### src/rtl/iob_clint_rtc.sv
// -----------------------------------------------------------------------------
// iob_clint_rtc
// RISC-V style core-local interruptor (CLINT) with a prescaled 64-bit real-time
// counter, reached through a simple valid/ready register bus.
//
// Ports
//   clk      : single clock, all state updates on its rising edge
//   reset    : asynchronous active-high reset, clears all state immediately
//   valid    : request strobe, held by the master until ready
//   address  : byte address, bits [15:2] decoded, [1:0] ignored
//   wdata    : write data
//   wstrb    : byte write enables, all-zero means read
//   rdata    : read data, meaningful only while ready=1
//   ready    : one-cycle completion pulse, one cycle after the request
//   mtip     : per-hart machine timer interrupt (registered)
//   msip     : per-hart machine software interrupt (registered)
//
// Register map (word aligned, k = hart index)
//   0x0000+4k  MSIP[k]          bit0
//   0x4000+8k  MTIMECMP[k] low  0x4004+8k high
//   0xBFF0     CTRL             bit0 = EN
//   0xBFF4     PRESC            bits [PRESC_W-1:0]
//   0xBFF8     MTIME low        0xBFFC high (high reads return the shadow)
// -----------------------------------------------------------------------------
module iob_clint_rtc #(
    parameter int ADDR_W  = 16,
    parameter int DATA_W  = 32,
    parameter int N_CORES = 1,
    parameter int PRESC_W = 16
) (
    input  logic                clk,
    input  logic                reset,
    input  logic                valid,
    input  logic [ADDR_W-1:0]   address,
    input  logic [DATA_W-1:0]   wdata,
    input  logic [DATA_W/8-1:0] wstrb,
    output logic [DATA_W-1:0]   rdata,
    output logic                ready,
    output logic [N_CORES-1:0]  mtip,
    output logic [N_CORES-1:0]  msip
);

    localparam logic [0:0] ST_IDLE = 1'b0;
    localparam logic [0:0] ST_RESP = 1'b1;

    // Replace only the byte lanes selected by strb.
    function automatic logic [31:0] merge_bytes(input logic [31:0] old_val,
                                                input logic [31:0] new_val,
                                                input logic [3:0]  strb);
        logic [31:0] res;
        res = old_val;
        for (int b = 0; b < 4; b++) begin
            if (strb[b]) begin
                res[8*b +: 8] = new_val[8*b +: 8];
            end
        end
        return res;
    endfunction

    logic [0:0]         state_r;
    logic [63:0]        mtime_r;
    logic [31:0]        shadow_r;
    logic [PRESC_W-1:0] pcnt_r;
    logic [PRESC_W-1:0] presc_r;
    logic               en_r;
    logic [63:0]        mtimecmp_r [N_CORES];
    logic [N_CORES-1:0] msip_reg_r;

    logic [13:0]        word_s;
    logic               unused_addr_s;
    logic               req_s;
    logic               wr_s;
    logic               rd_s;
    logic               sel_msip_s;
    logic               sel_cmp_s;
    logic               sel_ctrl_s;
    logic               sel_presc_s;
    logic               sel_mtl_s;
    logic               sel_mth_s;
    logic [2:0]         msip_hart_s;
    logic [2:0]         cmp_hart_s;
    logic               cmp_hi_s;
    logic               tick_s;
    logic [PRESC_W-1:0] pcnt_nx_s;
    logic [63:0]        mtime_nx_s;
    logic [31:0]        rd_data_s;
    logic [31:0]        presc_merged_s;

    assign word_s        = address[15:2];
    assign unused_addr_s = ^address[1:0];

    assign req_s = (state_r == ST_IDLE) && valid;
    assign wr_s  = req_s && (|wstrb);
    assign rd_s  = req_s && !(|wstrb);

    assign sel_msip_s  = (word_s[13:3] == 11'd0);
    assign sel_cmp_s   = (word_s[13:4] == 10'h100);
    assign sel_ctrl_s  = (word_s == 14'h2FFC);
    assign sel_presc_s = (word_s == 14'h2FFD);
    assign sel_mtl_s   = (word_s == 14'h2FFE);
    assign sel_mth_s   = (word_s == 14'h2FFF);
    assign msip_hart_s = word_s[2:0];
    assign cmp_hart_s  = word_s[3:1];
    assign cmp_hi_s    = word_s[0];

    assign tick_s         = en_r && (pcnt_r == presc_r);
    assign presc_merged_s = merge_bytes(32'(presc_r), wdata, wstrb);

    // Read mux; harts beyond N_CORES never match the loop and read 0.
    always_comb begin
        rd_data_s = 32'd0;
        if (sel_msip_s) begin
            for (int i = 0; i < N_CORES; i++) begin
                rd_data_s = rd_data_s |
                    ((msip_hart_s == 3'(i)) ? {31'd0, msip_reg_r[i]} : 32'd0);
            end
        end else if (sel_cmp_s) begin
            for (int i = 0; i < N_CORES; i++) begin
                rd_data_s = rd_data_s |
                    ((cmp_hart_s == 3'(i)) ?
                        (cmp_hi_s ? mtimecmp_r[i][63:32] : mtimecmp_r[i][31:0]) :
                        32'd0);
            end
        end else if (sel_ctrl_s) begin
            rd_data_s = {31'd0, en_r};
        end else if (sel_presc_s) begin
            rd_data_s = 32'(presc_r);
        end else if (sel_mtl_s) begin
            rd_data_s = mtime_r[31:0];
        end else if (sel_mth_s) begin
            rd_data_s = shadow_r;
        end else begin
            rd_data_s = 32'd0;
        end
    end

    // Prescaler next state: a PRESC write restarts the count.
    always_comb begin
        pcnt_nx_s = pcnt_r;
        if (wr_s && sel_presc_s) begin
            pcnt_nx_s = {PRESC_W{1'b0}};
        end else if (tick_s) begin
            pcnt_nx_s = {PRESC_W{1'b0}};
        end else if (en_r) begin
            pcnt_nx_s = pcnt_r + PRESC_W'(1'b1);
        end else begin
            pcnt_nx_s = pcnt_r;
        end
    end

    // mtime next state: a bus write to either half overrides that cycle's
    // increment entirely, so no carry crosses into the other half.
    always_comb begin
        mtime_nx_s = mtime_r;
        if (wr_s && sel_mtl_s) begin
            mtime_nx_s = {mtime_r[63:32], merge_bytes(mtime_r[31:0], wdata, wstrb)};
        end else if (wr_s && sel_mth_s) begin
            mtime_nx_s = {merge_bytes(mtime_r[63:32], wdata, wstrb), mtime_r[31:0]};
        end else if (tick_s) begin
            mtime_nx_s = mtime_r + 64'd1;
        end else begin
            mtime_nx_s = mtime_r;
        end
    end

    // Bus handshake: accept in IDLE, answer with a one-cycle ready in RESP.
    always_ff @(posedge clk or posedge reset) begin
        if (reset) begin
            state_r <= ST_IDLE;
            ready   <= 1'b0;
            rdata   <= 32'd0;
        end else begin
            case (state_r)
                ST_IDLE: begin
                    if (valid) begin
                        state_r <= ST_RESP;
                        ready   <= 1'b1;
                        rdata   <= (|wstrb) ? 32'd0 : rd_data_s;
                    end else begin
                        ready   <= 1'b0;
                        rdata   <= 32'd0;
                    end
                end
                ST_RESP: begin
                    state_r <= ST_IDLE;
                    ready   <= 1'b0;
                    rdata   <= 32'd0;
                end
                default: begin
                    state_r <= ST_IDLE;
                    ready   <= 1'b0;
                    rdata   <= 32'd0;
                end
            endcase
        end
    end

    // Time base and the high-word shadow captured by MTIME low reads.
    always_ff @(posedge clk or posedge reset) begin
        if (reset) begin
            pcnt_r   <= {PRESC_W{1'b0}};
            mtime_r  <= 64'd0;
            shadow_r <= 32'd0;
        end else begin
            pcnt_r  <= pcnt_nx_s;
            mtime_r <= mtime_nx_s;
            if (rd_s && sel_mtl_s) begin
                shadow_r <= mtime_r[63:32];
            end
        end
    end

    // Software-visible configuration registers.
    always_ff @(posedge clk or posedge reset) begin
        if (reset) begin
            en_r       <= 1'b1;
            presc_r    <= {PRESC_W{1'b0}};
            msip_reg_r <= {N_CORES{1'b0}};
            for (int i = 0; i < N_CORES; i++) begin
                mtimecmp_r[i] <= {64{1'b1}};
            end
        end else begin
            if (wr_s && sel_ctrl_s && wstrb[0]) begin
                en_r <= wdata[0];
            end
            if (wr_s && sel_presc_s) begin
                presc_r <= PRESC_W'(presc_merged_s);
            end
            for (int i = 0; i < N_CORES; i++) begin
                if (wr_s && sel_msip_s && (msip_hart_s == 3'(i)) && wstrb[0]) begin
                    msip_reg_r[i] <= wdata[0];
                end
                if (wr_s && sel_cmp_s && (cmp_hart_s == 3'(i))) begin
                    if (cmp_hi_s) begin
                        mtimecmp_r[i][63:32] <= merge_bytes(mtimecmp_r[i][63:32], wdata, wstrb);
                    end else begin
                        mtimecmp_r[i][31:0] <= merge_bytes(mtimecmp_r[i][31:0], wdata, wstrb);
                    end
                end
            end
        end
    end

    // Registered interrupt outputs, one cycle behind their sources.
    always_ff @(posedge clk or posedge reset) begin
        if (reset) begin
            mtip <= {N_CORES{1'b0}};
            msip <= {N_CORES{1'b0}};
        end else begin
            for (int i = 0; i < N_CORES; i++) begin
                mtip[i] <= (mtime_r >= mtimecmp_r[i]);
            end
            msip <= msip_reg_r;
        end
    end

endmodule

### config.mk
export PLATFORM = sky130hd
export DESIGN_NAME = iob_clint_rtc
export DESIGN_NICKNAME = d
export VERILOG_FILES = /design/src/rtl/iob_clint_rtc.sv
export SDC_FILE = /design/constraint.sdc
export NUM_CORES = 1
export LEC_CHECK = 0
export ABC_AREA = 1
export CAP_MARGIN = 20
export CORE_MARGIN = 2
export CORE_UTILIZATION = 36
export DETAILED_ROUTE_END_ITERATION = 8
export PLACE_DENSITY_LB_ADDON = 0.08
export SETUP_SLACK_MARGIN = 0.15
export SYNTH_ARGS = -nofsm -noshare
export SYNTH_HDL_FRONTEND = slang
export SYNTH_SLANG_ARGS = --single-unit
### constraint.sdc
create_clock -name clk -period 14.75 [get_ports clk]
set_input_delay 1.475 -clock clk [delete_from_list [all_inputs] [get_ports clk]]
set_output_delay 1.475 -clock clk [all_outputs]
set_load 0.005 [all_outputs]
==> results.toml, run 1 <==
[run_status]
status = "finished clean"

[layout]
nNetsFinal = 2450
num_antenna_cells = 0
final_core_util_pct = 42.0
area_delta_synth_final_pct = 14.9
fin_cells = 2890
drive_gt1_share_pct = 7.87

[global_route]
grt_pass1_wl_mm = 87.6
grt_max_degree = 101
grt_usage_pct = 26.0
grt_antenna_before_repair = 0
gr-total-overflow = 0
grt_pass1_vias = 14500

[clock_tree]
clkTransAtPathRegs_ns = 0.06
cts_tree = "yes"
cts_root_buf = "clkbuf_16"
cts-resized-gates = 0
cts-htree-levels = 1
post_cts_buffers = 0
insertion_delay_ns = 0.58
clock-sinks = 229
clk_path_buf_depth = 3
cts_buffers = 28
cts-hold-fix-buffers = 0

[timing]
slew_violations = 0
max_freq_ghz = 0.221
worst_slew_pin_slew_ns = 1.04
finClkSkew_ns = 0.0289
finalCritPeriodShare_pct = 30.7
holdWs_ns = 0.410
min_period_ns = 4.53
report.final.hold_viol_count = 0
finalSetupViolCount = 0
slew_headroom_pct = 30.6
rsz0062_at_grt = "no"
tns_ns = 0

[flow_run]
cap_violations = 0

[yosys]
yosysWarnings = 0
ys_seq_area_share_pct = 37.8
netlist_area_mm2 = 0.0154
synth_seq_cells = 229
syn_avg_cell_area_um2 = 6.77
synthCells = 2270
syn_nets = 2391
ys_types = 43

[power_and_ir_drop]
seqPwrFrac_pct = 43.5
swShare_pct = 25.3
power_leakage_nw = 8.53
comb_power_share_pct = 7.2
clock_power_share_pct = 49.3
p_int_mw = 1.12
finalPower_mw = 1.50
power.density_mw_per_mm2 = 85.0
p_switching_mw = 0.379
peakVddDrop_mv = 0.0646

[floorplanning]
start_util_pct = 36.5
pin_count = 90
dieArea_mm2 = 0.0443
die_h_um = 211
core_area_mm2 = 0.0420
die_w_um = 211
rows = 75

[placed_design]
placed_cells = 2836
dp_hpwl_mm = 43.6
gp_congestion = 0.954
io_buffers = 87

[critical_path]
worstSetupPathType = "input pin to flop"
cp_data_required_time_ns = 15.21
reg2reg_setup_slack_ns = 11.82
cp-start-kind = "input pin"
crit_arrival_ns = 4.99
endpoint_kind = "flop"
crit_fanout = 66

[routing]
dr.pass1.iters = 5
vias_per_cell = 5.17
vias = 14900
drtIter0Drc = 1117
routed_wl_mm = 56.8
remaining_drc_errors = 0
wl_per_cell_um = 19.7
antenna_left = 0

[min_path]
hp-class = "flop to flop"
==> cell usage after synthesis <==
cell | instances | area [um2]
nor2_2 | 5 | 31.3
nor2_4 | 4 | 45.0
o21a_1 | 2 | 15.0
nand3_1 | 122 | 611
o21ai_1 | 12 | 60.1
a21oi_4 | 1 | 16.3
inv_1 | 215 | 807
nor2_1 | 230 | 863
a21oi_1 | 66 | 330
and3b_1 | 1 | 8.76
nand4_1 | 51 | 319
buf_1 | 4 | 15.0
clkinv_1 | 1 | 3.75
dfstp_2 | 65 | 1710
a31oi_1 | 1 | 6.26
o21ai_2 | 10 | 87.6
buf_2 | 19 | 95.1
o211ai_1 | 2 | 15.0
nor4_1 | 1 | 6.26
nand2_4 | 3 | 33.8
and3_1 | 1 | 6.26
nand3b_1 | 1 | 7.51
xnor2_1 | 6 | 52.6
nor3_2 | 1 | 10.0
nand2_2 | 7 | 43.8
clkbuf_1 | 33 | 124
dfrtp_1 | 164 | 4100
buf_6 | 6 | 67.6
nand3_2 | 1 | 10.0
nor3_4 | 8 | 130
o21ai_0 | 235 | 1180
and2_1 | 2 | 12.5
buf_4 | 9 | 67.6
nand2_1 | 835 | 3130
a211oi_1 | 14 | 105
inv_2 | 16 | 60.1
nor3b_1 | 2 | 15.0
nand3_4 | 1 | 17.5
or2_2 | 1 | 6.26
ha_1 | 66 | 826
xor2_1 | 19 | 166
nor3_1 | 25 | 125
mux2i_1 | 2 | 20.0
==> logic make-up after synthesis <==
group,Yosys count,synth area share [%]
mux,2,0.130
flops,229,37.8
simple gates,1302,35.4
buf+inv,303,8.07
compound gates,343,11.8
fa+ha+maj,66,5.37
xor+xnor,25,1.43
==> registers in the layout, indices dropped and copies added (netlist names) <==
name        count
pcnt_r         16
mtimecmp_r     64
en_r            1
state_r         1
mtip            1
msip_reg_r      1
shadow_r       32
presc_r        16
msip            1
mtime_r        64
rdata          32
==> critical path, cell delays in order <==
cell and delay, ns:
clkdlybuf4s50_1 0.57, nand2_1 0.19, nor2_2 0.77, nand2_1 0.21, nor2_4 0.49, nand2_2 0.07, buf_4 0.39, nand2_1 0.23
nand2_1 0.08, nand2_2 0.20, inv_2 0.16, nand2_1 0.08, o21ai_1 0.06
==> path summary, 6_finish.rpt <==
check                      cells after the start                       to                    from
setup / recovery                              13  mtime_r[22]$_DFFE_PP0P_              address[4]
hold / removal                                 0           msip$_DFF_PP0_  msip_reg_r$_DFFE_PP0P_
setup reg to reg                              10  mtime_r[26]$_DFFE_PP0P_  mtime_r[0]$_DFFE_PP0P_
hold reg to reg                                0           msip$_DFF_PP0_  msip_reg_r$_DFFE_PP0P_
max in group asynchronous                      3        state_r$_DFF_PP0_                   reset
min in group asynchronous                      2      rdata[17]$_DFF_PP0_                   reset
==> power groups by stage <==
stage | clock [mW] | sequential, mW | combinational (mW)
floorplan | 0 | 0.659 | 0.0640
global placement | 0 | 0.663 | 0.108
detailed placement | 0 | 0.663 | 0.109
CTS | 0.755 | 0.652 | 0.109
global route | 0.781 | 0.654 | 0.123
finish | 0.740 | 0.652 | 0.108
==> placed cells by master, fill, tap and decap left out, types with 9 or more instances in the layout <==
master / instances
nor3_1: 25
nor2_1: 229
xor2_1: 19
a211oi_1: 14
nand2_1: 834
clkbuf_16: 29
nand3_1: 122
dfrtp_1: 164
o21ai_0: 235
clkdlybuf4s50_1: 86
inv_1: 214
nand4_1: 51
nor3_4: 9
a21oi_1: 66
ha_1: 66
inv_2: 16
o21ai_2: 10
buf_4: 10
o21ai_1: 12
dfstp_2: 65
==> metal layers <==
metal  vias to the layer above  routed length, um  track usage, %
met5                         -                  0               0
met4                         0               1960            8.01
met3                       101               2740            3.22
met2                       381              26600            43.9
met1                      7042              25600            34.8
li1                       7408                  -               -
==> through the flow <==
step | setup WS (ns) | instance area [um2]
5_1_grt | 9.92 | 17600
4_1_cts | 9.91 | 17600
3_3_place_gp | 9.35 | 16600
6_report | 10.22 | 17600
3_5_place_dp | 9.31 | 16600
2_1_floorplan | 7.11 | 15400
==> cell type report <==
class	instances	area, um2
Clock inverter	13	166
Sequential cell	229	5810
Clock buffer	39	803
Fill cell	4544	24400
Timing Repair Buffer	100	991
Multi-Input combinational cell	1738	8320
Tap cell	539	674
Inverter	232	878
Power figures use the tool's default switching activity.
==> inputs of run 2 (changes only) <==
==> constraint.sdc (replaced) <==
create_clock -name clk -period 3.7 [get_ports clk]
set_input_delay 0.37 -clock clk [delete_from_list [all_inputs] [get_ports clk]]
set_output_delay 0.37 -clock clk [all_outputs]
set_load 0.005 [all_outputs]
==> results.toml, run 2 (synthesized netlist as in run 1, its figures left out) <==
[clock_tree]
cts-hold-fix-buffers = 0
cts_buffers = 29
clkTransAtPathRegs_ns = 0.06
insertion_delay_ns = 0.57
clk_path_buf_depth = 3
cts-resized-gates = 0
cts-htree-levels = 1
cts_root_buf = "clkbuf_16"
post_cts_buffers = 0
clock-sinks = 229
cts_tree = "yes"

[critical_path]
endpoint_kind = "flop"
max_stage_delay_ns = 0.58
reg2reg_setup_slack_ns = 1.0
path_buf_inv = 1
r2r_end = "mtime_r[1]$_DFFE_PP0P_"
cpMostUsedCell = "nand2_1"
crit_fanout = 16
cp_data_required_time_ns = 4.14
reg2reg_depth = 11
crit_path_top_delay_cell = "nand3_1"
crit_start = "pcnt_r[9]$_DFFE_PP0P_"
worstPathCellList = "inv_1 > nand2_1 > nand2_1 > nor2_1 > nand2_1 > nor2_1 > nand3_1 > nand2_2 > nand3_2 > nand2_1 > o21ai_2"
crit_arrival_ns = 3.15
worstSetupPathType = "flop to flop"
crit_family = "simple AND/OR/NAND/NOR gates"
worstReg2RegStart = "pcnt_r[9]$_DFFE_PP0P_"
cp-start-kind = "flop"

[timing]
min_period_ns = 2.70
max_freq_ghz = 0.370
slew_headroom_pct = 32.1
rsz0062_at_grt = "no"
finClkSkew_ns = 0.0161
setup_slack_ns = 0.999
finalSetupViolCount = 0
tns_ns = 0
holdWs_ns = 0.303
finalCritPeriodShare_pct = 73.0
worst_slew_pin_slew_ns = 1.02
report.final.hold_viol_count = 0
slew_violations = 0

[flow_run]
cap_violations = 0

[layout]
nNetsFinal = 2470
largestRegisters = "mtime_r: 64 flops, mtimecmp_r: 64 flops"
drive_gt1_share_pct = 8.65
num_antenna_cells = 0
fill_cells = 4475
final_cell_mix = "nand2_1 (834), o21ai_0 (235), nor2_1 (229), inv_1 (214), dfrtp_1 (164)"
final_common_cell = "nand2_1"
area_delta_synth_final_pct = 15.8
fin_cells = 2910

[routing]
drtIter0Drc = 1144
routed_wl_mm = 58.2
dr.pass1.iters = 5
remaining_drc_errors = 0
wl_per_cell_um = 20.0
vias_per_cell = 5.15
vias = 15000
antenna_left = 0

[global_route]
grt_max_degree = 65
grt_usage_pct = 26.5
grt_pass1_wl_mm = 88.4
gr-total-overflow = 0
grt_pass1_vias = 14500
grt_antenna_before_repair = 2

[floorplanning]
rows = 75
start_util_pct = 36.5
dieArea_mm2 = 0.0443
die_h_um = 211
core_area_mm2 = 0.0420
pin_count = 90
die_w_um = 211

[power_and_ir_drop]
power.density_mw_per_mm2 = 334
p_switching_mw = 1.52
peakVddDrop_mv = 0.297
p_int_mw = 4.43
comb_power_share_pct = 7.6
power_leakage_nw = 8.63
seqPwrFrac_pct = 43.7
clock_power_share_pct = 48.7
swShare_pct = 25.6

[placed_design]
dp_hpwl_mm = 45.1
dp_slack_ns = 0.495
gp_congestion = 0.936
placed_cells = 2857
io_buffers = 87

[min_path]
hp-class = "input pin to asynchronous set/reset pin"

[run_status]
status = "finished clean"
## run 2: changes by cell type in the layout (fill, tap and decap cells not counted), moves of 2 or more
cell / delta
buf_4: +19
clkbuf_16: +2
buf_12: +2
bufinv_16: -3
buf_8: -2
clkbuf_8: +3
## run 2: power groups by stage
stage	Clock, mW	Combinational, mW	Sequential, mW
final	2.90	0.451	2.60
after global routing	3.06	0.506	2.61
after CTS	2.98	0.454	2.60
after detailed placement	0	0.453	2.64
after global placement	0	0.447	2.64
after floorplan	0	0.256	2.63
## run 2: how the worst max path moves through the flow
| stage | slack (ns) | cells after the start | end |
|---|---|---|---|
| final | 1.0 | 11 | mtime_r[1]$_DFFE_PP0P_ |
| after global routing | 0.75 | 13 | mtime_r[4]$_DFFE_PP0P_ |
| after CTS | 0.98 | 11 | mtime_r[1]$_DFFE_PP0P_ |
| after detailed placement | 0.49 | 13 | mtime_r[3]$_DFFE_PP0P_ |
| after global placement | 0.49 | 13 | mtime_r[4]$_DFFE_PP0P_ |
| after floorplan | 0.39 | 1 | msip$_DFF_PP0_ |
## run 2: through the flow
step | utilization, % | cell area (um2) | power [mW]
finish | 42.3 | 17800 | 5.95
global route | 42.3 | 17800 | 6.17
CTS | 42.3 | 17800 | 6.03
detailed placement | 40.0 | 16800 | 3.09
global placement | 40.0 | 16800 | 3.09
floorplan | - | 15400 | 2.88
## run 2: cell type report
| cell class | instances | area, um2 | share of cell area, % |
|---|---|---|---|
| sequential | 229 | 5810 | 32.7 |
| clock buffer | 45 | 898 | 5.05 |
| clock inverter | 8 | 71.3 | 0.401 |
| inverter | 232 | 875 | 4.91 |
| tap | 539 | 674 | 3.79 |
| timing repair buffer | 119 | 1140 | 6.43 |
| multi-input combinational | 1738 | 8320 | 46.8 |
## run 2: metal layers
layer  track usage, %  routed length, um  vias to the layer above
met5                0                 26                        -
met4             9.52               2300                        4
met3             3.25               2630                       98
met2             43.7              26700                      364
met1             35.8              26600                     7077
li1                 -                  -                     7430
==> inputs of run 3 (changes only) <==
==> constraint.sdc (replaced) <==
create_clock -name clk -period 2.4 [get_ports clk]
set_input_delay 0.24 -clock clk [delete_from_list [all_inputs] [get_ports clk]]
set_output_delay 0.24 -clock clk [all_outputs]
set_load 0.005 [all_outputs]
==> results.toml, run 3 (synthesized netlist as in run 1, its figures left out) <==
[clock_tree]
cts_root_buf = "clkbuf_16"
cts-htree-levels = 1
clk_path_buf_depth = 3
cts_tree = "yes"
clkTransAtPathRegs_ns = 0.06
insertion_delay_ns = 0.58
cts_buffers = 29
post_cts_buffers = 0
clock-sinks = 229

[routing]
dr.pass1.iters = 5
routed_wl_mm = 57.9
vias = 15300
antenna_left = 0
drtIter0Drc = 1075
remaining_drc_errors = 0
vias_per_cell = 5.08
wl_per_cell_um = 19.2

[timing]
rsz0062_at_grt = "no"
finClkSkew_ns = 0.0210
slew_violations = 0
finalSetupViolCount = 0
report.final.hold_viol_count = 0
holdWs_ns = 0.164
max_freq_ghz = 0.476
finalCritPeriodShare_pct = 87.6
slew_headroom_pct = 66.5
setup_slack_ns = 0.298
worst_slew_pin_slew_ns = 0.498
min_period_ns = 2.10

[placed_design]
io_buffers = 87
placed_cell_area_mm2 = 0.0179
dp_slack_ns = -0.112
placed_cells = 2967
dp_hpwl_mm = 46.6
gp_congestion = 0.977

[critical_path]
crit_fanout = 7
worstSetupPathType = "flop to flop"
endpoint_kind = "flop"
crit_arrival_ns = 2.58
cp-start-kind = "flop"
cp_data_required_time_ns = 2.87

[power_and_ir_drop]
power.density_mw_per_mm2 = 486
peakVddDrop_mv = 0.459
power_leakage_nw = 9.25

[layout]
multiInputGateArea_mm2 = 0.00835
final_common_cell = "nand2_1"
drive_gt1_share_pct = 13.2
area_delta_synth_final_pct = 22.9
final_core_util_pct = 44.9
regArea_mm2 = 0.00582
design_area_mm2 = 0.0189
num_antenna_cells = 0
fin_cells = 3020
largestRegisters = "mtime_r: 64 flops, mtimecmp_r: 64 flops"
final_cell_mix = "nand2_1 (834), o21ai_0 (235), nor2_1 (225), inv_1 (214), dfrtp_1 (160)"
fill_cells = 4392
nNetsFinal = 2580

[min_path]
hp-class = "input pin to asynchronous set/reset pin"

[floorplanning]
dieArea_mm2 = 0.0443
pin_count = 90
core_area_mm2 = 0.0420
die_h_um = 211
rows = 75
die_w_um = 211
start_util_pct = 36.5

[global_route]
grt_max_degree = 58
grt_usage_pct = 26.5
grt_pass1_vias = 14800
grt_pass1_wl_mm = 89.1
grt_antenna_before_repair = 0
gr-total-overflow = 0

[flow_run]
cap_violations = 0

[run_status]
status = "finished clean"
[run 3: cell types whose count changed in the layout (fill, tap and decap cells not counted), moves of 2 or more]
cell,delta
clkbuf_8,+4
clkbuf_16,-2
dfrtp_1,-4
clkbuf_1,-3
buf_4,+92
nor2_1,-4
dfrtp_2,+4
buf_12,+18
nor2_2,+4
clkinvlp_4,+2
[run 3: critical path, cell delays in order, from the launching register on]
cell and delay, ns:
dfrtp_1 0.53, nand2_1 0.15, nor2_1 0.18, nand2_1 0.11, nor2_1 0.33, nand2_1 0.18
o21ai_0 0.18, nand2_1 0.07, nand2_1 0.11, nand2_1 0.06, nand2_1 0.05, nand2_1 0.04
[run 3: worst paths after layout]
kind	from	to	slack, ns	cells past startpoint
worst max register to register	mtime_r[26]$_DFFE_PP0P_	mtime_r[50]$_DFFE_PP0P_	0.30	11
worst max-delay path	mtime_r[26]$_DFFE_PP0P_	mtime_r[50]$_DFFE_PP0P_	0.30	11
worst min register to register	msip_reg_r$_DFFE_PP0P_	msip$_DFF_PP0_	0.41	0
min in group clk	wdata[15]	mtimecmp_r[15]$_DFFE_PP1P_	0.26	3
max in group asynchronous	reset	mtimecmp_r[40]$_DFFE_PP1P_	1.64	4
worst min-delay path	reset	mtimecmp_r[18]$_DFFE_PP1P_	0.16	2
[run 3: cell type report]
type	instances	share of cell area, %
flip-flops and latches	229	30.8
multi-input cells	1738	44.2
clock inverters	9	0.398
well taps	539	3.57
repair buffers	229	11.6
clock buffers	44	4.72
inverters	232	4.65
[run 3: per-stage QoR]
stage | total power, mW | setup TNS [ns]
detailed placement | 4.80 | -0.309
global placement | 4.80 | -0.0563
CTS | 9.31 | 0
finish | 9.18 | 0
floorplan | 4.44 | -129.26
global route | 9.52 | 0
[run 3: per-layer routing]
| layer | GRT usage (%) | share of wire (%) | vias to the layer above |
|---|---|---|---|
| li1 | - | - | 7673 |
| met1 | 35.4 | 45 | 7143 |
| met2 | 43.2 | 45 | 416 |
| met3 | 3.78 | 5.3 | 105 |
| met4 | 10.7 | 4.5 | 0 |
| met5 | 0 | 0 | - |
[run 3: where the power goes]
part           internal, mW  switching [mW]
registers              3.93          0.0866
clock network          2.64            1.80
logic                 0.254           0.466
total                  6.83            2.35
[run 3: repair_timing]
item                       4_1_cts  5_1_grt
hold buffers                     0        0
resized for setup                1       11
setup endpoints to repair        7       51
cloned                           0        0
